--- src/rtl/pipeline_sequencer.sv ---
// pipeline_sequencer: PC/latch enable and per-latch valid sequencing with run, single-step and halt drain.
//   Ports: i_clock, i_reset (sync, active-high), i_run, i_step, i_stall_req, i_flush_req, i_halt_id;
//   o_pc_en, o_latch_en[N_STAGES-2:0], o_valid[N_STAGES-2:0], o_halt, o_running, o_cycle_count[NB_CYCLE-1:0].
//   Optional macro PIPE_CYCLE_CNT_EN builds the saturating advance counter; otherwise o_cycle_count is 0.
module pipeline_sequencer #(
    parameter int N_STAGES = 5,
    parameter int NB_CYCLE = 32
) (
    input  logic                  i_clock,
    input  logic                  i_reset,
    input  logic                  i_run,
    input  logic                  i_step,
    input  logic                  i_stall_req,
    input  logic                  i_flush_req,
    input  logic                  i_halt_id,
    output logic                  o_pc_en,
    output logic [N_STAGES-2:0]   o_latch_en,
    output logic [N_STAGES-2:0]   o_valid,
    output logic                  o_halt,
    output logic                  o_running,
    output logic [NB_CYCLE-1:0]   o_cycle_count
);
    localparam int L = N_STAGES - 1;
    typedef enum logic [1:0] {ACTIVE, DRAIN, HALTED} state_t;
    state_t state_q, state_d;
    logic step_d_q;
    logic [L-1:0] valid_q, valid_d;
    logic [L-1:1] tok_q, tok_d;
    logic halt_q, halt_d;
    logic adv, active, stall, flush, halt_req, halt_acc;
    assign active    = state_q == ACTIVE;
    assign adv       = (state_q != HALTED) & (i_run | (i_step & ~step_d_q));
    assign stall     = adv & i_stall_req & valid_q[0];
    assign flush     = adv & i_flush_req & valid_q[0];
    assign halt_req  = adv & i_halt_id & valid_q[0];
    assign halt_acc  = halt_req & ~stall;
    assign o_pc_en    = adv & active & ~stall;
    assign o_latch_en = {{(L-1){adv}}, o_pc_en};
    assign o_running  = adv;
    assign o_valid    = valid_q;
    assign o_halt     = halt_q;
    always_comb begin
        state_d = state_q;
        valid_d = valid_q;
        tok_d   = tok_q;
        halt_d  = halt_q;
        if (adv) begin
            // A stall keeps the ID slot and pushes a bubble into ID/EX instead.
            valid_d[0] = stall ? valid_q[0] : active & ~flush & ~halt_req;
            valid_d[1] = valid_q[0] & ~stall;
            for (int k = 2; k < L; k++) valid_d[k] = valid_q[k-1];
            tok_d[1] = halt_acc;
            for (int k = 2; k < L; k++) tok_d[k] = tok_q[k-1];
            if (halt_acc) state_d = DRAIN;
            // The token in MEM/WB retires on this advance: the pipeline is empty afterwards.
            if (state_q == DRAIN && tok_q[L-1]) begin
                state_d = HALTED;
                halt_d  = 1'b1;
            end
        end
    end
    always_ff @(posedge i_clock) begin
        if (i_reset) begin
            state_q  <= ACTIVE;
            step_d_q <= 1'b0;
            valid_q  <= '0;
            tok_q    <= '0;
            halt_q   <= 1'b0;
        end else begin
            state_q  <= state_d;
            step_d_q <= i_step;
            valid_q  <= valid_d;
            tok_q    <= tok_d;
            halt_q   <= halt_d;
        end
    end
`ifdef PIPE_CYCLE_CNT_EN
    logic [NB_CYCLE-1:0] cnt_q, cnt_d;
    assign cnt_d = (adv && !(&cnt_q)) ? cnt_q + 1'b1 : cnt_q;
    assign o_cycle_count = cnt_q;
    always_ff @(posedge i_clock) begin
        if (i_reset) cnt_q <= '0;
        else cnt_q <= cnt_d;
    end
`else
    assign o_cycle_count = '0;
`endif
endmodule

--- config.mk ---
export PLATFORM = sky130hd
export DESIGN_NAME = pipeline_sequencer
export DESIGN_NICKNAME = d
export VERILOG_FILES = /design/src/rtl/pipeline_sequencer.sv
export SDC_FILE = /design/constraint.sdc
export NUM_CORES = 1
export LEC_CHECK = 0
export BUFFER_PORTS_ARGS = -buffer_cell sky130_fd_sc_hd__buf_4
export CORE_MARGIN = 2
export CORE_UTILIZATION = 44
export DETAILED_ROUTE_END_ITERATION = 10
export PLACE_DENSITY = 0.85
export SLEW_MARGIN = 0
export SYNTH_ARGS = -nofsm -noshare
export SYNTH_HDL_FRONTEND = slang
export SYNTH_SLANG_ARGS = --single-unit
--- constraint.sdc ---
create_clock -name i_clock -period 3.9 [get_ports i_clock]
set_clock_uncertainty 0.2 [all_clocks]
set_input_delay 0.78 -clock i_clock [delete_from_list [all_inputs] [get_ports i_clock]]
set_output_delay 0.78 -clock i_clock [all_outputs]
set_load 0.01 [all_outputs]
After elaboration in Yosys (flattened, before gate mapping)
Cells that the tools add are included.
{"block": "totals", "mem_count": 0, "romBits": 0, "ramBits": 0, "ff_bits": 11, "latchBits": 0, "inputBits": 7}
{"block": "classes", "eq_ne": 2, "reduce_logical": 6, "n_shift": 0, "multipliers": 0, "n_div": 0, "n_bitwise": 19, "addsub": 0, "magnitude_cmp": 0, "n_mux": 2}
{"operator": "$and A1 B1 Y1", "n": 14}
{"operator": "$reduce_and A2 Y1", "n": 3}
{"operator": "$mux W2", "n": 2}
{"operator": "$not A1 Y1", "n": 4}
{"operator": "$eq A2 B1 Y1 const B", "n": 1}
{"operator": "$logic_not A2 Y1", "n": 1}
{"operator": "$ne A2 B2 Y1 const B", "n": 1}
{"operator": "$reduce_bool A2 Y1", "n": 1}
{"operator": "$logic_and A1 B1 Y1", "n": 1}
{"operator": "$or A1 B1 Y1", "n": 1}

Depth between registers and ports, before layout
{"block": "depth", "word_depth": 10, "depth_mapped": 5, "ltp_nobuf": 5}

Worst setup path before layout
Ideal clock, no wire load.
{"block": "synth_path", "kind": "in2out", "from": "in i_step", "to": "out o_latch_en[0]", "arrival_time_ns": 1.564, "setup_slack_ns": 1.356, "path_buffers": 1, "stages": 5, "required_ns": 2.920, "cell_sequence": "nor2b_4 -> or2_1 -> nand2_1 -> a21oi_1 -> buf_4"}
{"block": "synth_between", "elab_chain_len": 7}
{"item": "from (decl)", "line_no": "12", "source": "input logic i_step,"}
{"item": "$and A1 B1 Y1 (*)", "line_no": "32", "source": "assign adv = (state_q != HALTED) & (i_run | (i_step & ~step_d_q));"}
{"item": "$or A1 B1 Y1 (*)", "line_no": "32"}
{"item": "$and A1 B1 Y1 (*)", "line_no": "32"}
{"item": "$and A1 B1 Y1 (2 in series)", "line_no": "33", "source": "assign stall = adv & i_stall_req & valid_q[0];"}
{"item": "$not A1 Y1 (no line)"}
{"item": "$and A1 B1 Y1 (*)", "line_no": "37", "source": "assign o_pc_en = adv & active & ~stall;"}
{"item": "to (decl)", "line_no": "17", "source": "output logic [N_STAGES-2:0] o_latch_en,"}
Mark *: on every way between the ends. The rest lies on a longest branch, timed or not.

Final worst setup path
{"block": "layout_path", "from": "in i_step", "to": "out o_pc_en"}
{"block": "layout_between", "elab_chain_len": 7}
{"item": "$and A1 B1 Y1 (*)", "line_no": "32"}
{"item": "$or A1 B1 Y1 (*)", "line_no": "32"}
{"item": "$and A1 B1 Y1 (*)", "line_no": "32"}
{"item": "$and A1 B1 Y1 (2 in series)", "line_no": "33"}
{"item": "$not A1 Y1 (no line)"}
{"item": "$and A1 B1 Y1 (*)", "line_no": "37"}
{"item": "to (decl)", "line_no": "16", "source": "output logic o_pc_en,"}
Marks and branches as above.

==> results.sh <==
export IMPL_status="complete, no violations"
export IMPL_grt_max_degree=13
export IMPL_die_area_um2=2060
export IMPL_die_width_um=45.4
export IMPL_synthFlopType="dfxtp_1"
export IMPL_n_fill_cell=154
export IMPL_initial_utilization_pct=48.3
export IMPL_die_height_um=45.4
export IMPL_p_seq_share_pct=47.6
export IMPL_power_density_nw_per_um2=327
export IMPL_path_buf_inv=2
export IMPL_clkTransAtPathRegs_ns=0.07
export IMPL_r2r_end="tok_q[1]"
export IMPL_internal_power_uw=177
export IMPL_peakVddDrop_mv=0.187
export IMPL_yosysWarningCount=0
export IMPL_synthCells=87
export IMPL_drive_above_1_share_pct=24.5
export IMPL_combPwrFrac_pct=21.7
export IMPL_dp_hpwl_um=915
export IMPL_syn_area_um2=753
export IMPL_critical_path_slowest_cell="or2_1"
export IMPL_min_period_ns=2.62
export IMPL_clkLatencyLatePin_ns=0.26
export IMPL_gp_congestion=0.796
export IMPL_antenna_found_initial=0
export IMPL_crit_type="input port to output port"
export IMPL_cts_sinks=11
export IMPL_cts_resized=0
export IMPL_ant_nets=0
export IMPL_numCtsBuffers=3
export IMPL_sw_frac_of_total_pct=29.6
export IMPL_cts_root_buf="clkbuf_4"
export IMPL_synth_seq_area_share_pct=29.2
export IMPL_vias=492
export IMPL_route_detailed_drc=0
export IMPL_hold_end="o_halt"
export IMPL_worst_path_largest_cell_delay_ns=0.19
export IMPL_rsz0062_at_grt="no"
export IMPL_finalCritPeriodShare_pct=67.1
export IMPL_cts_max_level=1
export IMPL_synth_edf_count=0
export IMPL_cts_max_path_buffers=2
export IMPL_holdPathStages=2
export IMPL_syn_avg_cell_area_um2=8.66
export IMPL_p_clk_share_pct=30.7
export IMPL_fin_tns_setup_ns=0
export IMPL_arrival_ns=1.64
export IMPL_post_place_cells=114
export IMPL_p_leak_nw=0.391
export IMPL_n_antenna_cell=0
export IMPL_viasPerCell=4.17
export IMPL_grt_pass1_wl_um=1850
export IMPL_worstSetupPathDepth=6
export IMPL_async_flop_share_pct=0
export IMPL_drt_pass1_iterations=2
export IMPL_cpMostUsedCell="buf_4"
export IMPL_r2r_start="state_q[0]"
export IMPL_end_kind="output port"
export IMPL_crit_family="simple AND/OR/NAND/NOR gates"
export IMPL_cts_setup_buffers=0
export IMPL_timing_final_max_slew_violations=0
export IMPL_grt_use_total_pct=12.7
export IMPL_hp_start="o_halt"
export IMPL_p_total_uw=251
export IMPL_startpoint_type="input port"
export IMPL_ctsHoldBuffers=0
export IMPL_maxCapViolations=0
export IMPL_cp_cell_sequence="buf_4 -> nor2b_4 -> or2_1 -> nand2_1 -> a21oi_1 -> buf_4"
export IMPL_core_area_um2=1560
export IMPL_rrSetupSlack_ns=2.59
export IMPL_io_buffer_count=17
export IMPL_drt_wirelength_per_cell_um=9.80
export IMPL_p_sw_uw=74.4
export IMPL_final_common_cell="conb_1"
export IMPL_final_cell_mix="conb_1 (32), buf_4 (17), dfxtp_1 (11)"
export IMPL_hp_class="flip-flop to flip-flop"
export IMPL_rows=14
export IMPL_first_iter_violations=4
export IMPL_fin_nets=110
export IMPL_cts_tree="built"
export IMPL_ios=50
export IMPL_globalRouteOverflowTotal=0
export IMPL_ys_ff_latch=11
export IMPL_r2r_cells=5
export IMPL_finalHoldViolCount=0
export IMPL_fmax_mhz=382
export IMPL_fin_cells=118
export IMPL_cp_data_required_time_ns=2.92
export IMPL_path_max_fanout=4
export IMPL_ys_types=25
export IMPL_area_delta_synth_final_pct=2.16
export IMPL_totalWireLength_um=1160
export IMPL_finalSetupViolations=0
export IMPL_grt_pass1_vias=413
-- power groups by stage --
stage	Combinational, mW	Clock [mW]	Sequential (mW)
3_3_place_gp	0.0528	0	0.122
2_1_floorplan	0.0615	0	0.123
5_1_grt	0.0597	0.0859	0.120
6_report	0.0545	0.0773	0.120
4_1_cts	0.0541	0.0803	0.120
3_5_place_dp	0.0538	0	0.122
-- sequential cells by signal, summed over array words and instances, names as in the netlist --
| signal | cells |
|---|---|
| o_valid | 4 |
| tok_q | 3 |
| state_q | 2 |
| o_halt | 1 |
| step_d_q | 1 |
-- synth_stat cells, types with 2 or more instances --
cell     instances  area share (%)
nor2_1           7             3.5
dfxtp_1         11              29
buf_4           36              36
nand2_1          3             1.5
mux2i_1          5             6.6
a21oi_1          5             3.3
o21ai_0          2             1.3
-- worst max-delay path by stage --
stage,startpoint,endpoint
after floorplan,i_step,o_latch_en[0]
after global placement,i_step,o_latch_en[0]
after detailed placement,i_step,o_pc_en
after CTS,i_step,o_pc_en
after global routing,i_step,o_pc_en
final,i_step,o_pc_en
-- metal layers --
layer	vias to the layer above	share of wire, %	global-route usage, %
li1	241	-	-
met1	223	39	14.9
met2	28	53	21.4
met3	0	7.9	3.57
met4	0	0	5.29
met5	-	0	0
-- worst min-delay path, delay by kind of cell (launching register included) --
kind | cells | cell delay [ns]
buffers and inverters | 1 | 0.05
AO/OA/AOI/OAI | 1 | 0.05
flip-flops | 1 | 0.32
-- cell families (layout without fill, tap and decap cells) --
family | count (synthesis) | after routing | synth area share [%]
AOI/OAI and AO/OA | 10 | 10 | 9.14
buffers and inverters | 39 | 23 | 37.4
other | 1 | 32 | 0.498
and+or+nand+nor | 21 | 21 | 17.1
DFF | 11 | 11 | 29.2
muxes | 5 | 5 | 6.64
-- area by class of cell --
class	instances	area [um^2]	area share [%]
multi-input combinational	68	368	47.8
tap	16	20.0	2.60
sequential	11	220	28.6
timing repair buffer	17	128	16.6
inverter	2	7.51	0.976
clock buffer	4	26.3	3.41
-- per-stage QoR --
step | setup WS [ns] | hold slack (ns) | area (um^2) | utilization (%)
floorplan | 1.36 | 0.260 | 870 | -
global placement | 1.35 | 0.241 | 743 | 47.7
detailed placement | 1.29 | 0.243 | 743 | 47.7
CTS | 1.28 | 0.255 | 769 | 49.4
global route | 1.22 | 0.312 | 769 | 49.4
finish | 1.28 | 0.259 | 769 | 49.4
Note: power is estimated with default switching activity, not from simulation.
